[config.mk]
export PLATFORM = sky130hd
export DESIGN_NAME = timer_device_flat
export DESIGN_NICKNAME = d
export VERILOG_FILES = /design/src/rtl/timer_device_if.sv /design/src/rtl/timer_device.sv /design/src/flat_wrapper.sv
export SDC_FILE = /design/constraint.sdc
export NUM_CORES = 1
export LEC_CHECK = 0
export CAP_MARGIN = 20
export CORE_MARGIN = 2
export CORE_UTILIZATION = 25
export DETAILED_ROUTE_END_ITERATION = 16
export SKIP_CTS_REPAIR_TIMING = 1
export SYNTH_ARGS = -nofsm -noshare
export SYNTH_HDL_FRONTEND = slang
export SYNTH_SLANG_ARGS = --single-unit
[constraint.sdc]
create_clock -name Clk -period 2.85 [get_ports Clk]
set_clock_uncertainty 0.05 [all_clocks]
set_input_delay 0.4275 -clock Clk [delete_from_list [all_inputs] [get_ports Clk]]
set_output_delay 0.4275 -clock Clk [all_outputs]
set_load 0.02 [all_outputs]
[src/rtl/timer_device_if.sv]
// Bridge-side bus bundle between the memory-stage bridge and one timer window.
// Zero latency: read data and interrupt are combinational from device state.
// No backpressure: the device accepts every strobed write on the edge it is seen.
//
// Signals:
//   Addr  word select (bridge address bits [3:2])
//   WE    write strobe, already qualified by the pipeline
//   DIn   write data
//   DOut  read data, combinational on Addr
//   IRQ   level interrupt request
interface timer_device_if;
    logic [1:0]  Addr;
    logic        WE;
    logic [31:0] DIn;
    logic [31:0] DOut;
    logic        IRQ;

    // Bridge / CPU side drives the request, samples the response.
    modport master (
        output Addr,
        output WE,
        output DIn,
        input  DOut,
        input  IRQ
    );

    // Timer device side.
    modport slave (
        input  Addr,
        input  WE,
        input  DIn,
        output DOut,
        output IRQ
    );
endinterface

[src/rtl/timer_device.sv]
// Memory-mapped countdown timer: CTRL/PRESET/COUNT registers, one-shot or auto-reload.
// Reads are zero-latency (DOut combinational on Addr); writes land on the strobed edge.
// Never stalls the bridge: every access completes in the cycle it is presented.
//
// Ports:
//   Clk    system clock, rising-edge state updates
//   Reset  asynchronous active-low reset
//   bus    timer_device_if.slave: Addr, WE, DIn in; DOut, IRQ out
//
// Register map (by Addr): 0 CTRL {IM, Mode[1:0], Enable}, 1 PRESET, 2 COUNT (RO), 3 reads 0.
module timer_device (
    input  logic          Clk,
    input  logic          Reset,
    timer_device_if.slave bus
);

    typedef enum logic [1:0] {
        ST_IDLE = 2'd0,
        ST_LOAD = 2'd1,
        ST_CNT  = 2'd2,
        ST_INT  = 2'd3
    } state_t;

    localparam logic [1:0] A_CTRL   = 2'd0;
    localparam logic [1:0] A_PRESET = 2'd1;
    localparam logic [1:0] A_COUNT  = 2'd2;

    state_t      state;
    state_t      state_nxt;

    logic        ctrl_en;
    logic [1:0]  ctrl_mode;
    logic        ctrl_im;
    logic [31:0] preset;
    logic [31:0] count;
    logic [31:0] count_nxt;
    logic        irq_flag;

    logic        wr_ctrl;
    logic        wr_preset;
    logic        en_eff;
    logic        auto_reload;
    logic        en_clr;
    logic        flag_set;
    logic        fsm_flag_clr;
    logic        flag_clr;
    logic [31:0] dout;

    // ------------------------------------------------------------------
    // Write decode
    // ------------------------------------------------------------------
    assign wr_ctrl   = bus.WE && (bus.Addr == A_CTRL);
    assign wr_preset = bus.WE && (bus.Addr == A_PRESET);

    // A CTRL write clearing Enable must stop LOAD/CNT on the same edge, so the
    // running states look at the value being written rather than the stale one.
    assign en_eff = wr_ctrl ? bus.DIn[0] : ctrl_en;

    // Mode 1x behaves as one-shot; only 01 reloads.
    assign auto_reload = (ctrl_mode == 2'b01);

    // ------------------------------------------------------------------
    // Counter FSM: next state and datapath controls
    // ------------------------------------------------------------------
    always_comb begin
        state_nxt    = state;
        count_nxt    = count;
        en_clr       = 1'b0;
        flag_set     = 1'b0;
        fsm_flag_clr = 1'b0;

        case (state)
            ST_IDLE: begin
                // Registered Enable: a start write reaches LOAD one edge later.
                if (ctrl_en) begin
                    state_nxt = ST_LOAD;
                end
            end

            ST_LOAD: begin
                if (!en_eff) begin
                    state_nxt = ST_IDLE;
                end else begin
                    count_nxt = preset;
                    state_nxt = ST_CNT;
                end
            end

            ST_CNT: begin
                if (!en_eff) begin
                    state_nxt = ST_IDLE;
                end else if (count == 32'd0) begin
                    state_nxt = ST_INT;
                    flag_set  = 1'b1;
                end else begin
                    count_nxt = count - 32'd1;
                end
            end

            ST_INT: begin
                if (auto_reload) begin
                    fsm_flag_clr = 1'b1;
                    state_nxt    = ST_LOAD;
                end else begin
                    en_clr    = 1'b1;
                    state_nxt = ST_IDLE;
                end
            end

            default: begin
                state_nxt = ST_IDLE;
            end
        endcase
    end

    // Any CPU write to CTRL or PRESET acknowledges the interrupt.
    assign flag_clr = wr_ctrl || wr_preset || fsm_flag_clr;

    // ------------------------------------------------------------------
    // State registers
    // ------------------------------------------------------------------
    always_ff @(posedge Clk or negedge Reset) begin
        if (!Reset) begin
            state <= ST_IDLE;
            count <= 32'd0;
        end else begin
            state <= state_nxt;
            count <= count_nxt;
        end
    end

    // CPU write beats the one-shot Enable clear when both land together.
    always_ff @(posedge Clk or negedge Reset) begin
        if (!Reset) begin
            ctrl_en   <= 1'b0;
            ctrl_mode <= 2'b00;
            ctrl_im   <= 1'b0;
        end else if (wr_ctrl) begin
            ctrl_en   <= bus.DIn[0];
            ctrl_mode <= bus.DIn[2:1];
            ctrl_im   <= bus.DIn[3];
        end else if (en_clr) begin
            ctrl_en   <= 1'b0;
        end
    end

    // PRESET only feeds COUNT through LOAD, so a write mid-count waits for reload.
    always_ff @(posedge Clk or negedge Reset) begin
        if (!Reset) begin
            preset <= 32'd0;
        end else if (wr_preset) begin
            preset <= bus.DIn;
        end
    end

    // Set has priority so an expiry coinciding with an acknowledge is never lost.
    always_ff @(posedge Clk or negedge Reset) begin
        if (!Reset) begin
            irq_flag <= 1'b0;
        end else if (flag_set) begin
            irq_flag <= 1'b1;
        end else if (flag_clr) begin
            irq_flag <= 1'b0;
        end
    end

    // ------------------------------------------------------------------
    // Read mux and interrupt
    // ------------------------------------------------------------------
    always_comb begin
        dout = 32'd0;
        case (bus.Addr)
            A_CTRL:   dout = {28'd0, ctrl_im, ctrl_mode, ctrl_en};
            A_PRESET: dout = preset;
            A_COUNT:  dout = count;
            default:  dout = 32'd0;
        endcase
    end

    assign bus.DOut = dout;
    assign bus.IRQ  = ctrl_im & irq_flag;

endmodule

[src/flat_wrapper.sv]
// flat-port wrapper written by rule: the top's interface ports become plain ports
module timer_device_flat 
  (Clk, Reset, bus_Addr, bus_WE, bus_DIn, bus_DOut, bus_IRQ);
  timer_device_if bus_i ();
  input  logic Clk;
  input  logic Reset;
  input wire logic [$bits(bus_i.Addr)-1:0] bus_Addr;
  input wire logic [$bits(bus_i.WE)-1:0] bus_WE;
  input wire logic [$bits(bus_i.DIn)-1:0] bus_DIn;
  output wire logic [$bits(bus_i.DOut)-1:0] bus_DOut;
  output wire logic [$bits(bus_i.IRQ)-1:0] bus_IRQ;
  assign bus_i.Addr = bus_Addr;
  assign bus_i.WE = bus_WE;
  assign bus_i.DIn = bus_DIn;
  assign bus_DOut = bus_i.DOut;
  assign bus_IRQ = bus_i.IRQ;
  timer_device u_core (.Clk(Clk), .Reset(Reset), .bus(bus_i));
endmodule
Word-level counts from Yosys, hierarchy flattened

Cells that the tools add are included.

Bits in registers: 71
Bits in latches: 0
RAM bits: 0
ROM bits: 0
Input port bits: 37
Output and inout port bits: 33
Logic and storage cells: 55
Memories kept: 0

Add/subtract/negate cells: 1
$mul: 0
Div/mod/pow operators: 0
Order comparisons: 0
Eq/ne operators: 11
Shift operators: 0
Mux-type cells: 23
Bitwise operators: 1
Reduce and logical (&&, ||, !) cells: 12

Operators with widths:

| operator                | number |
|---|---|
| $mux W32                | 3 |
| $pmux W32 S3            | 1 |
| $pmux W32 S2            | 1 |
| $logic_not A32 Y1       | 1 |
| $sub A32 B1 Y32 const B | 1 |
| $mux W1                 | 13 |
| $mux W2                 | 4 |
| $pmux W2 S4             | 1 |
| $eq A2 B1 Y1 const B    | 3 |
| $eq A2 B2 Y1 const B    | 3 |
| $ne A2 B1 Y1 const B    | 3 |
| $reduce_bool A2 Y1      | 3 |
| $logic_not A2 Y1        | 2 |
| $reduce_and A4 Y1       | 1 |
| $ne A3 B3 Y1 const B    | 1 |
| $logic_and A1 B1 Y1     | 2 |
| $logic_or A1 B1 Y1      | 2 |
| $ne A2 B2 Y1 const B    | 1 |
| $reduce_and A2 Y1       | 1 |
| $and A1 B1 Y1           | 1 |

Longest topological paths before layout

Word-level depth: 6
Mapped depth: 9
Depth with buffers taken out: 7

Least setup slack after synthesis

No wires, ideal clock.

Path type: register to register
From: register u_core.count[26]
To: register u_core.count[15]
Library setup time: 0.121 ns
Arrival: 2.109 ns
Required time: 2.679 ns
Slack: 0.570 ns
Cell stages (with the launch flop): 7
Path buffers: 1
Period minus slack after synthesis: 2.280 ns
Path through: dfrtp_1 -> or4_4 -> or3_4 -> o31ai_4 -> buf_6 -> o21ai_2 -> o22a_1

Cells in the longest elaborated chain, start to end: 3

Ends and longest elaborated chain:

| what                               | line                | RTL |
|---|---|---|
| from (decl)                        | timer_device.sv:35  | `logic [31:0] count;` |
| from (signal assigned)             | timer_device.sv:128 | `count <= count_nxt;` |
| $logic_not A32 Y1                  | timer_device.sv:92  | `end else if (count == 32'd0) begin` |
| $ne A2 B2 Y1 (no source line)      | --                  |  |
| $reduce_and A4 Y1 (no source line) | --                  |  |

No other way between the ends.
A chain may end at the register's enable or synchronous reset.

Final worst setup path

From: input port bus_Addr[1]
To: output port bus_DOut[28]

Cells in the longest elaborated chain, start to end: 2
Elaborated cells on any way between the ends: 4
Classes of those cells: eq/ne (2); mux (1); reduce/logical (1)

Ends and longest elaborated chain:

| what                                       | line                | RTL |
|---|---|---|
| from (decl)                                | flat_wrapper.sv:7   | `input wire logic [$bits(bus_i.Addr)-1:0] bus_Addr;` |
| $eq A2 B2 Y1, or another cell as far along | timer_device.sv:172 | `case (bus.Addr)` |
| $pmux W32 S3 (*)                           | timer_device.sv:172 |  |
| to (decl)                                  | flat_wrapper.sv:10  | `output wire logic [$bits(bus_i.DOut)-1:0] bus_DOut;` |

Every way passes the cells marked *; elsewhere a longest branch is shown, timed or not.

==> reports/qor.yml <==
status:
  outcome: "finished clean"
timing:
  rsz0062_at_grt: "no"
  timing.fmax_mhz: 364
  timing.final.crit_share_pct: 96.5
  setup_viol: 0
  worst_pin_slew_ns: 0.634
  tns_ns: 0
  finalCriticalPeriod_ns: 2.75
  hold_viol_final: 0
  drv_slew: 0
  slew_headroom_pct: 57.7
placement:
  port_buffers: 69
  hpwlAfterDp_um: 9380
  gp_congestion: 0.880
cts:
  cts_buffers: 9
  path_clk_slew_ns: 0.06
  clock_sinks: 71
  cts_buffer_depth: 2
  clockRootBuffer: "clkbuf_16"
  cts_tree: "done"
  htreeDepth: 3
  clk_latency_ns: 0.34
drt:
  ant_nets: 0
  routed_via_density: 5.26
  drt-initial-drc-count: 335
  wl_um: 12700
  dr.pass1.iters: 5
  wire_per_inst_um: 17.9
  drc: 0
  dr_total_vias: 3723
synth:
  synth_seq_area_share_pct: 43.1
  yosys_warnings: 0
  synth_edf_count: 0
  netlist_top_cells_area: "dfrtp_1 43%, mux2_2 9.8%, a22o_1 6.4%"
  synth_xor_area_share_pct: 0
  synthArstFlopShare_pct: 100
  synth_mux_area_share_pct: 11.5
  synthAdderAreaFrac_pct: 0.303
  synth_top_flop_cell: "dfrtp_1"
  synth_top_family_by_area: "compound AO/OA/AOI/OAI gates"
  syn_area_sq_um: 4120
  synth.most_common_cell: "dfrtp_1"
  syn_nets: 445
  synthSimpleGateAreaFrac_pct: 18.6
  syn_avg_cell_area_sq_um: 10.1
  synth_cells: 407
  synth-compound-area-share_pct: 22.0
  synth_top_area_share_pct: 43.1
  synth_seq_cells: 71
  ys_top_cells_by_count: "71 x dfrtp_1, 36 x mux2_2, 30 x a22o_1"
  yosysTopAreaCell: "dfrtp_1"
  ys_types: 62
power_and_ir_drop:
  power_density_nw_per_um2: 819
  ir_worst_vdd_mv: 0.398
  p_leak_nw: 2.12
  finalPower_mw: 4.46
die:
  core_sq_um: 16000
  num_rows: 46
  dieArea_sq_um: 17500
  num_io_pins: 70
  die_w_um: 132
  die_h_um: 132
  start_util_pct: 25.8
critical_path:
  critPathKind: "in -> out"
  crit_arrival_ns: 2.27
  start_kind: "input pin"
  endpoint_kind: "primary output"
  worst_ep_required_time_ns: 2.37
  crit_start: "bus_Addr[1]"
  worstReg2RegStart: "u_core.count[16]$_DFFE_PN0P_"
  worstPathMaxFanout: 15
min_path:
  worstHoldPathType: "in -> async"
global_routing:
  grt_overflow: 0
  grt_max_degree: 30
  grt_pass1_vias: 3788
  grt_pass1_wl_um: 20800
  antenna_found_initial: 0
  grt_usage_pct: 14.9
finish:
  layout-drive-gt1-share_pct: 19.9
  final_nets: 525
  area_delta_synth_final_pct: 32.2
  diodes: 0
job:
  maxCapViolCount: 0
==> critical path, cell delays in order <==
cell and delay (ns):
clkdlybuf4s50_1 0.57, nor2b_2 0.20, buf_4 0.23, a22o_1 0.21
clkdlybuf4s50_1 0.62
==> cell type report <==
class                   count  area, sq um
clock inverters             4         20.0
flip-flops and latches     71         1780
inverters                   6         22.5
clock buffers              12          256
well taps                 216          270
repair buffers             99          938
fillers                  1664        10500
multi-input cells         300         2170
==> power breakdown <==
part,internal [mW],switching [mW]
clock network,0.630,0.426
registers,1.33,0.457
logic,0.789,0.831
==> state kept, by name, indices dropped and copies added (netlist names) <==
name and count:
u_core.count 32, u_core.ctrl_en 1, u_core.ctrl_im 1, u_core.ctrl_mode 2
u_core.irq_flag 1, u_core.preset 32, u_core.state 2
==> kinds of logic (layout without fill, tap and decap cells) <==
| kind of cell | count (synthesis) | count (layout) |
|---|---|---|
| compound gates | 120 | 120 |
| fa+ha+maj | 1 | 1 |
| buf+inv | 36 | 121 |
| flops | 71 | 71 |
| mux | 43 | 43 |
| simple gates | 136 | 136 |
==> per-stage QoR <==
| step | area (sq um) | utilization, % | instances | hold slack, ns | setup slack [ns] |
|---|---|---|---|---|---|
| 5_1_grt | 5450 | 34.1 | 708 | 0.504 | 0.00646 |
| 6_report | 5450 | 34.1 | 708 | 0.490 | 0.101 |
| 3_5_place_dp | 5170 | 32.3 | 691 | 0.322 | 0.0821 |
| 3_3_place_gp | 5170 | 32.3 | 691 | 0.311 | 0.0930 |
| 2_1_floorplan | 4120 | - | 407 | 0.0819 | 0.570 |
| 4_1_cts | 5440 | 34.0 | 707 | -0.0462 | 0.0847 |
==> worst paths after layout <==
check                                                endpoint  slack (ns)  cells past startpoint
worst max-delay path                             bus_DOut[28]        0.10                      5
worst min-delay path            u_core.preset[21]$_DFFE_PN0P_        0.49                      2
worst max register to register   u_core.count[31]$_DFFE_PN0P_        0.29                      5
worst min register to register   u_core.preset[4]$_DFFE_PN0P_        0.49                      1
max in group asynchronous         u_core.count[8]$_DFFE_PN0P_        1.52                      3
min in group Clk                 u_core.preset[4]$_DFFE_PN0P_        0.49                      1
==> placed cells by master, fill, tap and decap left out, types with 8 or more instances in the layout <==
cell type,Yosys,final
mux2_2,36,36
o21ai_0,19,19
dfrtp_1,71,71
clkdlybuf4s50_1,0,68
a22o_1,30,30
nand2_1,29,29
a21oi_1,14,14
nand3_1,11,11
nor2_1,22,22
buf_4,0,27
clkbuf_16,0,9
or3_1,8,8
nor4_1,18,18
nor3_1,15,15
==> per-layer routing <==
layer	global-route usage, %	share of wire [%]	wire length, um	vias up
li1	-	-	-	1739
met1	20.2	47	5980	1859
met2	23.3	47	5930	112
met3	3.98	4.7	599	13
met4	4.30	1.6	197	0
met5	0	0	0	-
(Power assumes the default switching activity.)
